**config.mk**
```make
export PLATFORM = sky130hd
export DESIGN_NAME = reg_access_ctrl
export DESIGN_NICKNAME = d
export VERILOG_FILES = /design/src/rtl/reg_ctrl_pkg.sv /design/src/rtl/cmd_fifo.sv /design/src/rtl/reg_access_ctrl.sv
export SDC_FILE = /design/constraint.sdc
export NUM_CORES = 1
export LEC_CHECK = 0
export CAP_MARGIN = 20
export CORE_AREA = 2 2 84 70
export CTS_CLUSTER_SIZE = 24
export DETAILED_ROUTE_END_ITERATION = 6
export DIE_AREA = 0 0 86 72
export HOLD_SLACK_MARGIN = 0.1
export PLACE_DENSITY = 0.77
export SYNTH_ARGS = -nofsm -noshare
export SYNTH_HDL_FRONTEND = slang
export SYNTH_SLANG_ARGS = --single-unit
```
**constraint.sdc**
```tcl
create_clock -name SYS_CLK -period 2.99 [get_ports SYS_CLK]
set_clock_uncertainty 0.1 [all_clocks]
set_input_delay 0.598 -clock SYS_CLK [delete_from_list [all_inputs] [get_ports SYS_CLK]]
set_output_delay 0.598 -clock SYS_CLK [all_outputs]
set_load 0.02 [all_outputs]
```
**src/rtl/reg_ctrl_pkg.sv**
```systemverilog
// rtl/reg_ctrl_pkg.sv - shared types for the register access controller
package reg_ctrl_pkg;

  typedef enum logic {
    OP_WR = 1'b0,
    OP_RD = 1'b1
  } op_t;

  typedef enum logic [2:0] {
    IDLE,
    ISSUE_WR,
    ISSUE_RD,
    CAPTURE,
    RSP
  } state_t;

  localparam int CMD_DATA_WIDTH = 8;

  // Reference layout of a queued command; the top re-declares it at its own DATA_WIDTH.
  typedef struct packed {
    op_t                       op;
    logic [CMD_DATA_WIDTH-1:0] data;
  } cmd_t;

endpackage

```
**src/rtl/cmd_fifo.sv**
```systemverilog
// rtl/cmd_fifo.sv - single-clock command FIFO with combinational head
module cmd_fifo #(
  parameter int WIDTH = 9,
  parameter int DEPTH = 4
) (
  input  logic                   SYS_CLK,
  input  logic                   rst,
  input  logic                   push,
  input  logic [WIDTH-1:0]       push_data,
  input  logic                   pop,
  output logic [WIDTH-1:0]       head,
  output logic                   full,
  output logic                   empty,
  output logic [$clog2(DEPTH):0] level
);

  localparam int AW = $clog2(DEPTH);
  localparam logic [AW:0] ONE = {{AW{1'b0}}, 1'b1};

  logic [WIDTH-1:0] mem [DEPTH];
  logic [AW:0]      wr_ptr;
  logic [AW:0]      rd_ptr;
  logic             push_en;
  logic             pop_en;

  // Extra pointer MSB separates the wrapped-full case from empty.
  assign empty   = (wr_ptr == rd_ptr);
  assign full    = (wr_ptr[AW] != rd_ptr[AW]) && (wr_ptr[AW-1:0] == rd_ptr[AW-1:0]);
  assign push_en = push && !full;
  assign pop_en  = pop && !empty;
  assign head    = mem[rd_ptr[AW-1:0]];

  always_ff @(posedge SYS_CLK) begin
    if (push_en) begin
      mem[wr_ptr[AW-1:0]] <= push_data;
    end
  end

  always_ff @(posedge SYS_CLK) begin
    if (rst) begin
      wr_ptr <= '0;
      rd_ptr <= '0;
      level  <= '0;
    end else begin
      if (push_en) wr_ptr <= wr_ptr + ONE;
      if (pop_en)  rd_ptr <= rd_ptr + ONE;
      case ({push_en, pop_en})
        2'b10:   level <= level + ONE;
        2'b01:   level <= level - ONE;
        default: level <= level;
      endcase
    end
  end

endmodule

```
**src/rtl/reg_access_ctrl.sv**
```systemverilog
// rtl/reg_access_ctrl.sv - command front-end issuing write/read pulses to a register stage
module reg_access_ctrl
  import reg_ctrl_pkg::*;
#(
  parameter int DATA_WIDTH = 8,
  parameter int FIFO_DEPTH = 4
) (
  input  logic                          SYS_CLK,
  input  logic                          rst,
  input  logic                          cmd_valid,
  output logic                          cmd_ready,
  input  logic                          cmd_op,
  input  logic [DATA_WIDTH-1:0]         cmd_data,
  output logic                          write_flag,
  output logic                          read_flag,
  output logic [DATA_WIDTH-1:0]         reg_data_in,
  input  logic [DATA_WIDTH-1:0]         reg_data_out,
  output logic                          rsp_valid,
  input  logic                          rsp_ready,
  output logic [DATA_WIDTH-1:0]         rsp_data,
  output logic                          busy,
  output logic [$clog2(FIFO_DEPTH):0]   fifo_level
);

  typedef struct packed {
    op_t                   op;
    logic [DATA_WIDTH-1:0] data;
  } cmd_entry_t;

  state_t                state, state_nxt;
  cmd_entry_t            push_cmd;
  cmd_entry_t            head_cmd;
  logic                  fifo_full;
  logic                  fifo_empty;
  logic                  pop;
  logic                  write_flag_nxt;
  logic                  read_flag_nxt;
  logic [DATA_WIDTH-1:0] reg_data_in_nxt;
  logic                  rsp_valid_nxt;
  logic [DATA_WIDTH-1:0] rsp_data_nxt;

  assign push_cmd  = '{op: op_t'(cmd_op), data: cmd_data};
  assign cmd_ready = !fifo_full;
  assign busy      = (state != IDLE) || !fifo_empty;

  cmd_fifo #(
    .WIDTH ($bits(cmd_entry_t)),
    .DEPTH (FIFO_DEPTH)
  ) u_cmd_fifo (
    .SYS_CLK   (SYS_CLK),
    .rst       (rst),
    .push      (cmd_valid && cmd_ready),
    .push_data (push_cmd),
    .pop       (pop),
    .head      (head_cmd),
    .full      (fifo_full),
    .empty     (fifo_empty),
    .level     (fifo_level)
  );

  always_ff @(posedge SYS_CLK) begin
    if (rst) begin
      state       <= IDLE;
      write_flag  <= 1'b0;
      read_flag   <= 1'b0;
      reg_data_in <= '0;
      rsp_valid   <= 1'b0;
      rsp_data    <= '0;
    end else begin
      state       <= state_nxt;
      write_flag  <= write_flag_nxt;
      read_flag   <= read_flag_nxt;
      reg_data_in <= reg_data_in_nxt;
      rsp_valid   <= rsp_valid_nxt;
      rsp_data    <= rsp_data_nxt;
    end
  end

  // Flags are registered, so they are decided on the pop cycle and appear in the ISSUE state.
  always_comb begin
    state_nxt       = state;
    pop             = 1'b0;
    write_flag_nxt  = 1'b0;
    read_flag_nxt   = 1'b0;
    reg_data_in_nxt = reg_data_in;
    rsp_valid_nxt   = rsp_valid;
    rsp_data_nxt    = rsp_data;
    case (state)
      IDLE: begin
        if (!fifo_empty) begin
          pop = 1'b1;
          if (head_cmd.op == OP_WR) begin
            state_nxt       = ISSUE_WR;
            write_flag_nxt  = 1'b1;
            reg_data_in_nxt = head_cmd.data;
          end else begin
            state_nxt     = ISSUE_RD;
            read_flag_nxt = 1'b1;
          end
        end
      end
      ISSUE_WR: state_nxt = IDLE;
      ISSUE_RD: state_nxt = CAPTURE;
      CAPTURE: begin
        rsp_data_nxt  = reg_data_out;
        rsp_valid_nxt = 1'b1;
        state_nxt     = RSP;
      end
      RSP: begin
        if (rsp_ready) begin
          rsp_valid_nxt = 1'b0;
          state_nxt     = IDLE;
        end
      end
      default: state_nxt = IDLE;
    endcase
  end

endmodule
```
; ---- Word-level counts from Yosys, hierarchy flattened
; Memories as Yosys holds them, arrays and structs flattened. A register that Yosys moved wholly into a read port is not among the register bits.
; Index checks and enable logic that the tools add are counted.
; W data, S select, Z words.
[word_totals]
register_bits = 31
ram_bits = 36
in_bits = 21
output_inout_bits = 24
wordCells = 57
n_memories = 1
[op_classes]
n_addsub = 4
eq_ne = 10
n_mux = 15
bitwise_logic = 3
reduce_logical = 15
[mem_list]
columns = name, depth, word_bits, read_ports, rd_ports_with_merged_regs, wr, line
row1 = u_cmd_fifo.mem, 4, 9, 1, 1, 1, cmd_fifo.sv:20  ; logic [WIDTH-1:0] mem [DEPTH];
[ops]
columns = operator, count
row1 = $pmux W3 S4, 1
row2 = $add A3 B1 Y3 const B, 3
row3 = $mux W1, 7
row4 = $eq A3 B2 Y1 const B, 2
row5 = $mux W2, 3
row6 = $mux W3, 2
row7 = $pmux W3 S2, 1
row8 = $logic_and A1 B1 Y1, 4
row9 = $ne A2 B2 Y1 const B, 2
row10 = $reduce_and A2 Y1, 2
row11 = $reduce_bool A2 Y1, 2
row12 = $eq A3 B3 Y1, 1
row13 = $eq A3 B3 Y1 const B, 1
row14 = $logic_not A3 Y1, 1
row15 = $not A1 Y1, 3
row16 = $reduce_and A3 Y1, 1
row17 = $reduce_bool A3 Y1, 1
row18 = $reduce_or A3 Y1, 1
row19 = $sub A3 B1 Y3 const B, 1
row20 = $eq A2 B1 Y1 const B, 1
row21 = $eq A2 B2 Y1, 1
row22 = $eq A2 B2 Y1 const B, 1
row23 = $logic_not A1 Y1, 2
row24 = $pmux W1 S2, 1
row25 = other kinds (2), 2

; ---- Depth between registers and ports, before layout
; Gate-level depths: netlist of the first run.
[logic_depth]
depth_word = 7
mapped_depth = 8
mapped_depth_nobuf = 8

; ---- By module
; Synthesis of the first run repeated with hierarchy kept, for this count alone.
[hier_totals]
hier_cells = 222
area_unflattened_um2 = 2955.3
[by_module_without_submodules]
columns = module, n_inst, cells_per_inst, area_each_um2, seq_area_each_um2
row1 = cmd_fifo, 1, 130, 2025.7, 1301.2
row2 = reg_access_ctrl, 1, 92, 929.6, 440.4

; ---- Worst setup path before layout of the first run
; Ideal clock, no wire load.
[synth_timing]
path_type = register -> register
start = register u_cmd_fifo.wr_ptr[0]
end = register u_cmd_fifo.level[2]
setup_ps = 71
arrival_time_ps = 2284
required_time_ps = 2819
slack_ps = 536
stages_incl_launch_ff = 9
n_path_buf = 0
period_less_slack_ps = 2454
cell_sequence = dfxtp_1 xnor2_1 a31oi_1 inv_1 ha_1 fa_1 xnor2_1 or3_1 a21oi_1
[synth_via]
elab_chain_len = 7
elab_cells_between_ends = 14
classes_between = eq/ne: 4 / mux: 3 / reduce/logical: 7
[synth_rtl]
columns = item, line
row1 = from (decl), cmd_fifo.sv:21  ; logic [AW:0] wr_ptr;
row2 = from (signal assigned), cmd_fifo.sv:45  ; if (push_en) wr_ptr <= wr_ptr + ONE;
row3 = branches (longest 7 deep; another with $eq A3 B3 Y1), n/a
row4 = to (signal assigned), cmd_fifo.sv:48  ; 2'b10: level <= level + ONE;
row5 = to (signal assigned), cmd_fifo.sv:49  ; 2'b01: level <= level - ONE;
row6 = to (signal assigned), cmd_fifo.sv:50  ; default: level <= level;
row7 = to (decl), cmd_fifo.sv:14  ; output logic [$clog2(DEPTH):0] level
; Parallel ways; which one is timed is not known.
; A chain may end at the register's enable or synchronous reset.

; ---- Worst setup path in the final report of the first run
[layout_timing]
start = register u_cmd_fifo.wr_ptr[1]
end = output port busy
[layout_via]
elab_chain_len = 3
[layout_rtl]
columns = item, line
row1 = $eq A3 B3 Y1, cmd_fifo.sv:27  ; assign empty = (wr_ptr == rd_ptr);
row2 = $logic_not A1 Y1, reg_access_ctrl.sv:44  ; assign busy = (state != IDLE) || !fifo_empty;
row3 = $logic_or A1 B1 Y1, reg_access_ctrl.sv:44
row4 = to (decl), reg_access_ctrl.sv:21  ; output logic busy,
; Every way passes these cells.

==> impl_results.md, run 1 <==
* Die height at around 72 um
* Internal power at 2.127 mW
* Area delta synth->final at 28.64%
* Syn_nets at 221
* Synth top area cells: edfxtp_1, dfxtp_1, mux4_1
* Worst hold margin at 0.3540 ns
* CTS tree: built
* Metal2 WL at approximately 2300 um
* Synth area leader: edfxtp_1
* R2r setup slk at 0.50 ns
* GR Overflow Total at 0
* First-pass iteration count of the detailed router at 4
* Main synth FF type: edfxtp_1
* Drt wl/cell at around 14 um
* Final Hold Fails at 0
* RR Startpoint: state[1]
* FF+latch area at 0.001742 sq mm
* Chip width at 86 um
* Reg power frac at around two fifths
* Bufs on Longest Clock Path at 2
* Setup bufs post-CTS at 0
* Clk_lat worst skew at 0.33 ns
* Worst path cell trace: xnor2_2, nand3_1, or2_2, clkdlybuf4s50_1
* CP max stage delay at 0.54 ns
* Seq cells post-synth at 69
* Critical path type: reg2out
* Combinational share of power at 31.0%
* Fmax at 361.9 MHz
* Ratio of cells with drive above 1 in the final layout at 10.84%
* Area taken by multi-input logic gates at 929.6 sq um
* Crit-path max FO at 6
* Ys async rst share at 0%
* H-tree Lvls at 3
* WL met3 at 206 um
* Hold buffers post-CTS at 0
* Row count at 24
* Post-Syn Instances at 193
* Crit path time final at roughly 2.8 ns
* Core outline area at 0.005315 sq mm
* Initial antenna violation count at 0
* Setup crit start: u_cmd_fifo.wr_ptr[1]
* Max layer used: met4
* Synth Area per Inst at 14.04 sq um
* Power Dens Cells at 863.1 mW/mm^2
* Setup TNS Final at 0 ns
* Worst slew margin at 51.95%
* Worst vdd ir at ~0.54 mV
* Worst EP arrival at between 2 and 2.5 ns
* Antenna Diode Count at 0
* Drt initial violations at 76
* Clk sink count at 69
* Vias per std cell at 5.194
* Num CTS Buffers at 9
* Leak Pwr at 1.235 nW
* Post-synth EDFFs at 36
* CP delay by family, top: buffers and inverters
* Vias in the first global route at 1543
* Fillers at 393
* Most frequent cells in the layout: clkdlybuf4s50_1, edfxtp_1, dfxtp_1
* MaxCap Viol Count at 0
* Met1 WL at 1924 um
* Crit-path slowest cell: clkdlybuf4s50_1
* Initial Util at 50.97%
* GRT Resource Usage Total at 15.81%
* Syn Std Cell Area at 0.002709 sq mm
* Area share of the largest cell type after synthesis at around two fifths
* Type of origin of the critical path: register
* Worst hold path type: reg2reg
* Nets at around 270
* Crit share post-route at 92.41%
* Post-synthesis sequential area ratio at roughly 64%
* Least-Margin Pin Slew at 0.7186 ns
* Ports at 45
* Most common cell after layout, fill and taps aside: clkdlybuf4s50_1
* Switching Fraction at 29.27%
* Largest net degree at the start of global routing at 20
* Final setup fails at 0
* Share of total power in the clock network at around 28%
* Synth warn at 0
* Detailed Route WL at 4503 um
* First-pass GRT wire length at around 7200 um
* Crit path buf inv count at 1
* Fin. max-slew vios at 0
* Clock transition at path regs at 0.07 ns
* Crit end category: output pin
* RSZ-0062 raised after global routing: false
* CTS Root Cell: clkbuf_8
* Crit. path cell count at 4
* Post-synthesis cell type count at 30
* Psw at 880.4 uW
* # port buffers at 44
* Status: finished, final reports clean
* Required @ worst endpoint at 2.29 ns
* DRC at 0
* Total vias in the final route at approximately 1600
* FF-to-FF path depth at 7
* GPL Wtd Cong at a little under 0.8
* Antenna viol nets, final at 0
* Post-cts repair resize count at 0
* Worst flop-to-flop path endpoint: u_cmd_fifo.level[2]
* Crit path capture: busy
* DP Wirelength at 3147 um
* DIE AREA at 0.006192 sq mm
## worst min-delay path by stage
stage	start	end	slack, ns	cells past startpoint
floorplan	state[2]	state[0]	0.37	1
global placement	rsp_data[5]	rsp_data[5]	0.34	2
detailed placement	rsp_data[1]	rsp_data[1]	0.35	2
CTS	rsp_data[1]	rsp_data[1]	0.36	2
global route	rsp_data[1]	rsp_data[1]	0.38	2
finish	rsp_data[1]	rsp_data[1]	0.35	2
## state kept, by name, summed over array words and instances (netlist names), named ones only
signal             count
rsp_valid              1
u_cmd_fifo.mem        36
reg_data_in            8
read_flag              1
u_cmd_fifo.level       3
state                  3
rsp_data               8
u_cmd_fifo.rd_ptr      3
write_flag             1
u_cmd_fifo.wr_ptr      3
## worst min-delay path: stages, from the launching register on
cell and delay [ns]:
dfxtp_1 0.31, nand2_1 0.05, a21oi_1 0.05
## metrics by stage
step                      util [%]  power [mW]  cell area (sq um)  instances  setup slack (ns)
after floorplan                  -       1.862               2709        193            0.5358
after global placement       60.71       2.139               3227        298            0.3333
after detailed placement     60.71       2.160               3227        298            0.2850
after CTS                    65.14       3.033               3462        314          0.007506
after global routing         65.56       3.170               3485        314            0.1067
final                        65.56       3.008               3485        314            0.2269
## layer usage
metal	up-vias	GRT usage, %
met2	37	26.44
met3	10	6.598
li1	815	-
met1	769	17.75
met5	-	0
met4	0	7.231
## synth_stat cells (all sizes together) (2+ instances only)
| library cell | number |
|---|---|
| xor2 | 2 |
| a21oi | 14 |
| nor4 | 4 |
| nand3 | 11 |
| o21ai | 2 |
| and2 | 4 |
| xnor2 | 6 |
| or3 | 2 |
| ha | 6 |
| inv | 5 |
| mux4 | 9 |
| clkbuf | 8 |
| nor2 | 17 |
| dfxtp | 33 |
| a31oi | 2 |
| mux2i | 11 |
| nand3b | 2 |
| nand2 | 9 |
| edfxtp | 36 |
## power by group through the flow
stage	Combinational, mW	Sequential (mW)	Clock (mW)
4_1_cts	0.932	1.22	0.885
5_1_grt	1.01	1.24	0.922
3_3_place_gp	0.905	1.23	0
2_1_floorplan	0.566	1.30	0
6_report	0.933	1.22	0.857
3_5_place_dp	0.923	1.24	0
## area by class of cell
cell class	instances	area share (%)
Inverter	5	0.5386
Timing Repair Buffer	49	13.72
Clock inverter	3	1.867
Clock buffer	13	4.883
Multi-Input combinational cell	110	26.68
Tap cell	65	2.334
Sequential cell	69	49.98
## kinds of logic (layout without fill, tap and decap cells)
logic type	Yosys count	in the layout	share of synthesized area, %
xor gates and xnor gates	8	8	2.587
and+or+nand+nor	55	55	9.977
adders and majority gates	7	7	3.510
AOI/OAI and AO/OA	20	20	4.758
DFF	69	69	64.30
muxes	20	20	12.66
buffers and inverters	14	70	2.217
Note: power is estimated with default switching activity, not from simulation.
==> run 2, diff against run 1 <==
--- a/config.mk
+++ b/config.mk
@@ -12,6 +12,7 @@
 export DIE_AREA = 0 0 86 72
 export HOLD_SLACK_MARGIN = 0.1
 export PLACE_DENSITY = 0.77
+export SETUP_SLACK_MARGIN = 0.5
 export SYNTH_ARGS = -nofsm -noshare
 export SYNTH_HDL_FRONTEND = slang
 export SYNTH_SLANG_ARGS = --single-unit
==> run 2 against run 1 <==
Net effect:
- first-iteration DRC count decreased by 14%
- core utilization increased by 1.2 points
- die area unchanged
- critical path type is now in2reg
- clock power about the same
- count of clock-buffer cells in the layout unchanged
- sequential share of layout area decreased by 0.81 points
- global-route usage increased by 0.50 points
- setup slack improved by 0.35 ns
==> impl_results.md, run 2 (synthesized netlist as in run 1, its figures left out) <==
* Required @ worst endpoint at 3.14 ns
* Nets at ~280
* Clock transition at path regs at 0.07 ns
* Initial antenna violation count at 0
* Final setup fails at 0
* Share of total power in the clock network at between 20% and 30%
* DP Wirelength at around 3100 um
* Worst slew margin at 50.39%
* Status: finished, final reports clean
* Area taken by multi-input logic gates at 968.4 sq um
* Worst hold path type: reg2reg
* Core Util, Final at approximately 67%
* Worst EP arrival at around 2.6 ns
* FF-to-FF path depth at 8
* Vias in the first global route at 1572
* First-pass GRT wire length at around 7400 um
* Most common cell after layout, fill and taps aside: clkdlybuf4s50_1
* First-pass iteration count of the detailed router at 4
* Antenna Diode Count at 0
* Internal power at 2.169 mW
* Least-Margin Pin Slew at 0.7419 ns
* # port buffers at between 40 and 50
* Drt initial violations at 65
* DIE AREA at 0.006192 sq mm
* Fin. max-slew vios at 0
* Type of origin of the critical path: input pin
* Vias per std cell at 5.221
* GR Overflow Total at 0
* Largest net degree at the start of global routing at 20
* Fillers at 380
* MaxCap Viol Count at 0
* Initial Util at 50.97%
* Total vias in the final route at 1655
* FF+latch area at 0.001745 sq mm
* CTS Root Cell: clkbuf_8
* Detailed Route WL at ~4600 um
* Max FFs per register at 36
* Bufs on Longest Clock Path at 2
* Row count at 24
* H-tree Lvls at 3
* Area delta synth->final at 31.04%
* GPL Wtd Cong at slightly below 0.8
* Crit path time final at 2.415 ns
* Hold Crit Depth at 2
* Chip width at roughly 86 um
* Num CTS Buffers at 9
* Ratio of cells with drive above 1 in the final layout at 14.29%
* Crit end category: register
* Psw at 901.8 uW
* Setup TNS Final at 0 ns
* CTS tree: built
* Final Hold Fails at 0
* Die height at roughly 70 um
* Switching Fraction at 29.36%
* Worst vdd ir at 0.6071 mV
* Reg power frac at between 40% and 50%
* Combinational share of power at 32.0%
* Critical path type: in2reg
* Fmax at between 400 and 500 MHz
* Antenna viol nets, final at 0
* Core outline area at roughly 0.0053 sq mm
* Clk sink count at 69
* Leak Pwr at about 1.3 nW
* Clk_lat worst skew at 0.33 ns
* Ports at 45
* DRC at 0
* RSZ-0062 raised after global routing: true
* Crit-path max FO at 2
* Crit share post-route at 80.76%
* Power Dens Cells at 865.1 mW/mm^2
* GRT Resource Usage Total at between 10% and 20%
* Drt wl/cell at 14.62 um
* Most frequent cells in the layout: clkdlybuf4s50_1, edfxtp_1, dfxtp_1
## run 2: cell types whose count changed in the layout (fill, tap and decap cells not counted), sizes merged
cell and delta:
clkdlybuf4s15 +1, buf +3, clkdlybuf4s50 -1
## run 2: worst max-delay path: stages
cell and delay (ns):
clkdlybuf4s50_1 0.46, inv_1 0.05, a31oi_1 0.20, inv_1 0.08, ha_1 0.22, fa_1 0.39, xnor2_1 0.14, or3_1 0.30
a21oi_1 0.14
## run 2: area by class of cell
cell class / instances / share of cell area, %
flip-flops and latches: 69 / 49.17
multi-input cells: 110 / 27.28
repair buffers: 52 / 14.10
clock buffers: 13 / 4.794
well taps: 65 / 2.291
clock inverters: 3 / 1.833
inverters: 5 / 0.5287
## run 2: metal layers
layer	share of wire, %	vias up	routed length, um	GRT usage, %
met5	0	-	0	0
met4	1.6	0	76	7.231
met3	4.8	10	222	6.598
met2	51	41	2377	28.08
met1	42	788	1958	17.85
li1	-	816	-	-
## run 2: power groups by stage
stage	Sequential, mW	Combinational [mW]	Clock [mW]
floorplan	1.30	0.566	0
global placement	1.23	0.905	0
detailed placement	1.24	0.923	0
CTS	1.23	0.954	0.885
global route	1.25	1.07	0.922
finish	1.23	0.983	0.859
## run 2: metrics by stage
| stage | worst slack (ns) | power (mW) | std cells | hold WS, ns | instance area (sq um) |
|---|---|---|---|---|---|
| floorplan | 0.5358 | 1.862 | 193 | 0.3710 | 2709 |
| global placement | 0.3333 | 2.139 | 298 | 0.3416 | 3227 |
| detailed placement | 0.2850 | 2.160 | 298 | 0.3475 | 3227 |
| CTS | 0.5033 | 3.070 | 315 | 0.3578 | 3522 |
| global route | 0.4462 | 3.234 | 317 | 0.3837 | 3550 |
| finish | 0.5752 | 3.071 | 317 | 0.3540 | 3550 |
## run 2: path summary, 6_finish.rpt
| check | from | endpoint | slack, ns |
|---|---|---|---|
| worst max register to register | u_cmd_fifo.wr_ptr[2] | u_cmd_fifo.level[2] | 0.61 |
| worst min-delay path | rsp_data[1] | rsp_data[1] | 0.35 |
| worst min register to register | rsp_data[1] | rsp_data[1] | 0.35 |
| worst max-delay path | cmd_valid | u_cmd_fifo.level[2] | 0.58 |
## run 2: repair_timing
item	in CTS	in global routing
endpoints found under the setup margin	3	3
buffers inserted	1	2
hold buffers	0	0
resized for setup	10	3
pin swaps	2	3
